--- src/rtl/mips_muldiv_unit.sv ---
// Execute-stage HI/LO multiply/divide unit: fixed-latency multiply, radix-2 restoring divide.
// Define MULDIV_MADD_EN to build MADD/MADDU/MSUB/MSUBU; otherwise those opcodes decode as NONE.
module mips_muldiv_unit #(
   parameter int unsigned MUL_CYCLES = 2
) (
   input  logic        clock,
   input  logic        reset,
   input  logic        EX_Stall,
   input  logic        EX_Flush,
   input  logic [3:0]  EX_MulDivOp,
   input  logic [31:0] EX_OpA,
   input  logic [31:0] EX_OpB,
   output logic        MD_Busy,
   output logic        MD_Stall,
   output logic [31:0] MD_Hi,
   output logic [31:0] MD_Lo
);

   typedef enum logic [1:0] {StIdle, StMul, StDiv, StFix} state_e;

   state_e      state_q, state_d;
   logic [4:0]  cnt_q, cnt_d;
   logic [63:0] acc_q, acc_d;   // product in MUL, {remainder, quotient} in DIV/FIX
   logic [31:0] dvs_q, dvs_d;
   logic        qneg_q, qneg_d, rneg_q, rneg_d;
   logic [31:0] hi_q, hi_d, lo_q, lo_d;
`ifdef MULDIV_MADD_EN
   logic [1:0]  mode_q, mode_d; // 0 write, 1 accumulate, 2 subtract
   logic [1:0]  op_mode;
`endif

   logic        op_mul, op_div, op_mt, op_any, op_signed, accept;
   logic [63:0] ext_a, ext_b, product;
   logic [31:0] abs_a, abs_b;
   logic        div_zero;
   logic [32:0] rem_sh;
   logic [33:0] trial;

   always_comb begin
      op_mul    = 1'b0;
      op_div    = 1'b0;
      op_signed = 1'b0;
`ifdef MULDIV_MADD_EN
      op_mode   = 2'd0;
`endif
      case (EX_MulDivOp)
         4'd1: begin op_mul = 1'b1; op_signed = 1'b1; end
         4'd2: op_mul = 1'b1;
         4'd3: begin op_div = 1'b1; op_signed = 1'b1; end
         4'd4: op_div = 1'b1;
`ifdef MULDIV_MADD_EN
         4'd5: begin op_mul = 1'b1; op_signed = 1'b1; op_mode = 2'd1; end
         4'd6: begin op_mul = 1'b1; op_mode = 2'd1; end
         4'd7: begin op_mul = 1'b1; op_signed = 1'b1; op_mode = 2'd2; end
         4'd8: begin op_mul = 1'b1; op_mode = 2'd2; end
`endif
         default: ;
      endcase
      op_mt  = (EX_MulDivOp == 4'd9) || (EX_MulDivOp == 4'd10);
      op_any = op_mul || op_div || op_mt || (EX_MulDivOp == 4'd11) || (EX_MulDivOp == 4'd12);
      accept = (state_q == StIdle) && !EX_Stall && !EX_Flush && (op_mul || op_div || op_mt);
   end

   always_comb begin
      ext_a    = {{32{op_signed & EX_OpA[31]}}, EX_OpA};
      ext_b    = {{32{op_signed & EX_OpB[31]}}, EX_OpB};
      product  = ext_a * ext_b;
      abs_a    = (op_signed && EX_OpA[31]) ? -EX_OpA : EX_OpA;
      abs_b    = (op_signed && EX_OpB[31]) ? -EX_OpB : EX_OpB;
      div_zero = (EX_OpB == 32'd0);
      rem_sh   = {acc_q[63:32], acc_q[31]};
      trial    = {1'b0, rem_sh} - {2'b00, dvs_q};
   end

   always_comb begin
      state_d = state_q;
      cnt_d   = cnt_q;
      acc_d   = acc_q;
      dvs_d   = dvs_q;
      qneg_d  = qneg_q;
      rneg_d  = rneg_q;
      hi_d    = hi_q;
      lo_d    = lo_q;
`ifdef MULDIV_MADD_EN
      mode_d  = mode_q;
`endif
      unique case (state_q)
         StIdle: begin
            if (accept) begin
               if (EX_MulDivOp == 4'd9) hi_d = EX_OpA;
               if (EX_MulDivOp == 4'd10) lo_d = EX_OpA;
               if (op_mul) begin
                  state_d = StMul;
                  cnt_d   = 5'(MUL_CYCLES - 1);
                  acc_d   = product;
`ifdef MULDIV_MADD_EN
                  mode_d  = op_mode;
`endif
               end
               if (op_div) begin
                  state_d = StDiv;
                  cnt_d   = 5'd31;
                  acc_d   = {32'd0, abs_a};
                  dvs_d   = abs_b;
                  // Zero divisor suppresses sign fixup so LO stays all-ones
                  qneg_d  = op_signed & (EX_OpA[31] ^ EX_OpB[31]) & !div_zero;
                  rneg_d  = op_signed & EX_OpA[31] & !div_zero;
               end
            end
         end
         StMul: begin
            if (EX_Flush) begin
               state_d = StIdle;
            end else if (cnt_q == 5'd0) begin
               state_d = StIdle;
`ifdef MULDIV_MADD_EN
               case (mode_q)
                  2'd1:    {hi_d, lo_d} = {hi_q, lo_q} + acc_q;
                  2'd2:    {hi_d, lo_d} = {hi_q, lo_q} - acc_q;
                  default: {hi_d, lo_d} = acc_q;
               endcase
`else
               {hi_d, lo_d} = acc_q;
`endif
            end else begin
               cnt_d = cnt_q - 5'd1;
            end
         end
         StDiv: begin
            if (EX_Flush) begin
               state_d = StIdle;
            end else begin
               if (!trial[33]) acc_d = {trial[31:0], acc_q[30:0], 1'b1};
               else            acc_d = {rem_sh[31:0], acc_q[30:0], 1'b0};
               if (cnt_q == 5'd0) state_d = StFix;
               else               cnt_d   = cnt_q - 5'd1;
            end
         end
         StFix: begin
            state_d = StIdle;
            if (!EX_Flush) begin
               lo_d = qneg_q ? -acc_q[31:0] : acc_q[31:0];
               hi_d = rneg_q ? -acc_q[63:32] : acc_q[63:32];
            end
         end
         default: state_d = StIdle;
      endcase
   end

   always_ff @(posedge clock or posedge reset) begin
      if (reset) begin
         state_q <= StIdle;
         cnt_q   <= 5'd0;
         acc_q   <= 64'd0;
         dvs_q   <= 32'd0;
         qneg_q  <= 1'b0;
         rneg_q  <= 1'b0;
         hi_q    <= 32'd0;
         lo_q    <= 32'd0;
`ifdef MULDIV_MADD_EN
         mode_q  <= 2'd0;
`endif
      end else begin
         state_q <= state_d;
         cnt_q   <= cnt_d;
         acc_q   <= acc_d;
         dvs_q   <= dvs_d;
         qneg_q  <= qneg_d;
         rneg_q  <= rneg_d;
         hi_q    <= hi_d;
         lo_q    <= lo_d;
`ifdef MULDIV_MADD_EN
         mode_q  <= mode_d;
`endif
      end
   end

   assign MD_Busy  = (state_q != StIdle);
   assign MD_Stall = op_any && MD_Busy;
   assign MD_Hi    = hi_q;
   assign MD_Lo    = lo_q;

endmodule

--- config.mk ---
export PLATFORM = sky130hd
export DESIGN_NAME = mips_muldiv_unit
export DESIGN_NICKNAME = d
export VERILOG_FILES = /design/src/rtl/mips_muldiv_unit.sv
export SDC_FILE = /design/constraint.sdc
export NUM_CORES = 2
export LEC_CHECK = 0
export ABC_AREA = 1
export CORE_ASPECT_RATIO = 2
export CORE_MARGIN = 2
export CORE_UTILIZATION = 60
export CTS_BUF_LIST = sky130_fd_sc_hd__clkbuf_8
export DETAILED_ROUTE_END_ITERATION = 7
export PLACE_DENSITY = 0.89
export SYNTH_ARGS = -nofsm -noshare
export SYNTH_HDL_FRONTEND = slang
export SYNTH_SLANG_ARGS = --single-unit
--- constraint.sdc ---
create_clock -name clock -period 15.6 [get_ports clock]
set_input_delay 4.68 -clock clock [delete_from_list [all_inputs] [get_ports clock]]
set_output_delay 4.68 -clock clock [all_outputs]
set_load 0.01 [all_outputs]
======== Word-level counts from Yosys, hierarchy flattened ========
Index checks and enable logic that the tools add are counted.
operators by class
  $add $sub $neg .......................... 6
  eq/ne operators ......................... 23
  reductions and logical operators ........ 31
  divide/modulo/power cells ............... 0
  muxes and demuxes ....................... 39
  shift-type cells ........................ 0
  bitwise logic cells ..................... 6
  multiply operators ...................... 1
  order comparisons ....................... 0
operators by type and width
  cell                count
  $mux 32             14
  $mux 64             5
  $pmux 32 s3         2
  $neg 32->32         4
  $pmux 64 s2         1
  $mul 33x33->64      1
  $sub 33x32->34      1
  $logic_not 32->1    1
  $mux 5              5
  $eq 4x4->1 const B  4
  $mux 2              7
  $ne 2x2->1 const B  7
  $reduce_and 6->1    2
  $pmux 5 s2          1
  $ne 3x3->1 const B  3
  $eq 4x2->1 const B  2
  $pmux 2 s4          1
  $reduce_and 4->1    2
  $reduce_or 2->1     4
  $logic_and 1x1->1   6
  $reduce_bool 2->1   3
  $and 1x1->1         5
  $logic_not 5->1     1
  $logic_or 1x1->1    5
  13 further kinds    19
word-level totals
  latch bits .............................. 0
  bits in registers ....................... 169
  bits in writable memories ............... 0
  memories ................................ 0
  output and inout port bits .............. 66
  bits of input ports ..................... 72
  word-level logic and storage cells ...... 114
  memory bits (read-only) ................. 0

======== Depth between registers and ports, before layout ========
  depth in word-level cells ............... 9
  mapped depth ............................ 37
  mapped depth without buffers ............ 35

======== Least setup slack after synthesis ========
No wires, ideal clock.
  kind .................................... input port to flip-flop
  from .................................... input port EX_MulDivOp[0]
  to ...................................... register acc_q[63]
  setup time .............................. 0.117 ns
  setup slack ............................. 3.624 ns
  cell stages on the path ................. 32
  arrival ................................. 11.859 ns
  required time ........................... 15.483 ns
  path through ............................ inv_2 -> nor3_4 -> inv_2 -> buf_1 -> clkbuf_1 -> nor2_1 -> fa_1 -> inv_1 -> fa_1 -> inv_1 -> fa_1 -> inv_1 -> fa_1 -> fa_1 -> inv_1 -> fa_1 -> inv_1 -> fa_1 -> fa_1 -> inv_1 -> ha_1 -> nand2_1 -> nor3_1 -> nand2_1 -> nor3_1 -> nand2_1 -> nand2_1 -> nand3_1 -> nand3_1 -> nand2_1 -> nand2_1 -> nand2_1
between the ends
  longest elaborated chain between the ends .. 9
RTL lines
  item                                             line    text
  from (decl)                                      10      input logic [3:0] EX_MulDivOp,
  $eq 4x2->1 / $eq 4x1->1 (equally long branches)  46      case (EX_MulDivOp)
  $reduce_or 2->1 (no line)                        --
  $mux 1                                           46
  $and 1x1->1 (on tied branches)                   65, 66
  $mul 33x33->64                                   67      product = ext_a * ext_b;
  $mux 64                                          92      if (op_mul) begin
  $mux 64                                          100     if (op_div) begin
  $mux 64                                          89      if (accept) begin
  $pmux 64 s2                                      87      unique case (state_q)
  to (signal assigned)                             154     acc_q <= 64'd0;
  to (signal assigned)                             166     acc_q <= acc_d;
  to (decl)                                        23      logic [63:0] acc_q, acc_d;
Several ways; a longest one is shown, not always the timed one. The select of a mux whose other input is x is not followed.
A chain may end at the register's enable or synchronous reset.

======== Worst setup path in the final report ========
  from .................................... input port EX_OpB[0]
  to ...................................... register acc_q[54]
between the ends
  longest elaborated chain between the ends .. 5
RTL lines
  item            line  text
  from (decl)     12    input logic [31:0] EX_OpB,
  $mul 33x33->64  67
  $mux 64         92
  $mux 64         100
  $mux 64         89
  $pmux 64 s2     87
Every way passes these cells. The select of a mux whose other input is x is not followed.

==> flow_summary_export.csv <==
group,metric,value,unit
critical_path,reg2reg_to,"acc_q[60]",
logic_synthesis,synthCells,7616,
route,route.detailed.drc,43,
clock_tree,cts_sinks,169,
clock_tree,postCtsSetupBuffers,0,
logic_synthesis,yosysTopAreaCell,"fa_1",
critical_path,cp_top_family,"adder cells",
clock_tree,htreeDepth,4,
logic_synthesis,synth_ff_type,"dfrtp_1",
sta,rsz0062_at_grt,"false",
sta,finalSetupViolations,0,
critical_path,reg2reg_slack,11.72,ns
critical_path,r2r_start,"acc_q[62]",
critical_path,crit_type,"input pin to flip-flop",
floorplanning,die_w,218,um
cells_and_area,syn2layout_area_growth,4.47,%
cells_and_area,layout-drive-gt1-share,0.0287,
clock_tree,cts_made_buffers,17,
place,place.gp.congestion,1.10,
route,postRouteAntennaNets,0,
logic_synthesis,syn-cell-area,0.0551,mm^2
grt,grt_pass1_vias,57400,
critical_path,worstPathRequired,16.08,ns
logic_synthesis,synth_area_per_cell,7.23,um^2
logic_synthesis,yosys_warnings,0,
logic_synthesis,async_flop_share,1.00,
clock_tree,ctsResizeCount,0,
sta,setup_tns,0,ns
clock_tree,clockBufferDepth,2,
route,drt_iter0_drc,5547,
logic_synthesis,ys_ff_latch,169,
critical_path,critPathLaunchType,"input pin",
sta,max_freq,75.0,MHz
critical_path,slowest_stage,"clkdlybuf4s50_1",
run,drv_cap,0,
route,drt_first_pass_iters,8,
critical_path,cp-end-kind,"flip-flop",
logic_synthesis,yosys.area.top_type_share,0.409,
logic_synthesis,synth_most_common_cell,"nand2_1",
sta,hold_viol_final,0,
logic_synthesis,syn_nets,9069,
sta,drv_slew,0,
place,dp_hpwl,176,mm
grt,grt_pass1_wl,332,mm
clock_tree,clk_pin_slew_worst_paths,0.11,ns
sta,finalCritPeriodShare,0.854,
clock_tree,tritoncts,"built",
logic_synthesis,synth-edff-count,0,
logic_synthesis,synth-seq-area-share,0.0768,
hold_path,holdPathEnd,"dvs_q[30]",
critical_path,cp_max_fo,11,
floorplanning,ios,138,
floorplanning,dieArea,0.0944,mm^2
critical_path,path_buf_inv,6,
floorplanning,coreArea,0.0913,mm^2
hold_path,min_path_type,"flip-flop to flip-flop",
sta,min_period,13.33,ns
route,vias,52500,
floorplanning,start_util,0.603,
cells_and_area,fin_nets,8962,
cells_and_area,multi_input_area,0.0421,mm^2
place,portBuffers,137,
hold_path,hold_depth,2,
grt,grt_start_max_net_pins,87,
grt,grt.overflow.total,0,
grt,antenna_found_initial,12,
grt,grt_usage,0.486,
floorplanning,die_y,433,um
clock_tree,ctsHoldBuffers,0,
route,via_per_inst,6.01,
critical_path,ff2ff_path_depth,13,
route,drt-total-wl,222,mm
sta,slew_headroom,0.0901,
logic_synthesis,synthTopCellsByCount,"nand2_1, inv_1, fa_1",
sta,tightestPinTransition,1.36,ns
hold_path,hp-start,"dvs_q[30]",
sta,finClkSkew,0.0215,ns
clock_tree,cts-root-buf,"clkbuf_8",
status,status,"finished, violations left",
cells_and_area,final.fill_count,7940,
floorplanning,row_count,157,
route,routedWlPerCell,25.4,um
clock_tree,clkLatencyLatePin,0.59,ns
status,violations,"design-rule violations",
cells_and_area,regArea,0.00423,mm^2
logic_synthesis,synth_cell_types,53,
critical_path,max_stage_delay,1.27,ns
critical_path,arrival,13.81,ns
logic_synthesis,synth_area_leaders,"fa_1, nand2_1, inv_1, dfrtp_1, ha_1",
[layout make-up]
cell class | instances | area share
repair buffers | 236 | 0.0346
flip-flops and latches | 169 | 0.0735
diodes | 10 | 0.000435
well taps | 1192 | 0.0259
clock buffers | 17 | 0.00407
inverters | 1948 | 0.127
clock inverters | 15 | 0.00270
multi-input cells | 5137 | 0.732
[worst max-delay path by stage]
stage | start | end | cells past startpoint
global route | EX_OpB[0] | acc_q[54] | 29
finish | EX_OpB[0] | acc_q[54] | 29
floorplan | EX_MulDivOp[0] | acc_q[63] | 32
detailed placement | EX_OpA[31] | acc_q[54] | 31
CTS | EX_OpA[31] | acc_q[58] | 30
global placement | EX_OpA[31] | acc_q[58] | 30
[kinds of logic after synthesis]
| family | after synthesis | synth area share |
|---|---|---|
| DFF | 169 | 0.0768 |
| and+or+nand+nor | 3109 | 0.228 |
| AOI/OAI and AO/OA | 582 | 0.0583 |
| buffers and inverters | 2310 | 0.159 |
| adders and majority gates | 1381 | 0.467 |
| xor gates and xnor gates | 65 | 0.0103 |
[through the flow]
| step | area [um^2] | worst slack (ns) | hold WS (ns) | cells | util |
|---|---|---|---|---|---|
| after floorplan | 55100 | 3.62 | 0.453 | 7616 | - |
| after global routing | 57500 | 1.75 | 0.508 | 8715 | 0.630 |
| final | 57600 | 2.27 | 0.496 | 8724 | 0.630 |
| after global placement | 57100 | 2.01 | 0.463 | 8682 | 0.626 |
| after detailed placement | 57100 | 1.82 | 0.469 | 8682 | 0.626 |
| after CTS | 57500 | 2.43 | 0.494 | 8714 | 0.630 |
[layout by cell type (no fill, tap or decap), types with 43 or more instances in the layout]
cell | netlist | final
o21ai_0 | 240 | 240
inv_1 | 1934 | 1933
nand2_1 | 2210 | 2209
dfrtp_1 | 169 | 169
nand4_1 | 65 | 65
nor2_1 | 407 | 406
xor2_1 | 61 | 61
buf_4 | 4 | 98
nand3_1 | 314 | 314
fa_1 | 1126 | 1126
a21oi_1 | 189 | 189
nor3_1 | 43 | 43
ha_1 | 255 | 253
clkdlybuf4s50_1 | 0 | 110
[registers in the layout (all words and copies together), names as in the netlist]
register,cells
qneg_q,1
state_q,2
dvs_q,32
MD_Lo,32
acc_q,64
cnt_q,5
rneg_q,1
MD_Hi,32
[worst register-to-register path, delay by kind of cell (launching register included)]
family / cells / cell delay (ns)
simple gates: 8 / 1.58
flops: 1 / 0.81
compound gates: 2 / 0.81
fa+ha+maj: 1 / 0.36
buf+inv: 2 / 0.21
[layer usage]
metal | vias up | routed length (um) | GRT usage
met2 | 3787 | 104000 | 0.795
met5 | - | 63 | 0.00106
met3 | 1802 | 24300 | 0.145
li1 | 21900 | - | -
met4 | 10 | 31400 | 0.530
met1 | 25000 | 62200 | 0.458
Power is left out: the tool's default activity adds up to more than one toggle a clock period on the data nets, which glitch-free logic cannot reach.
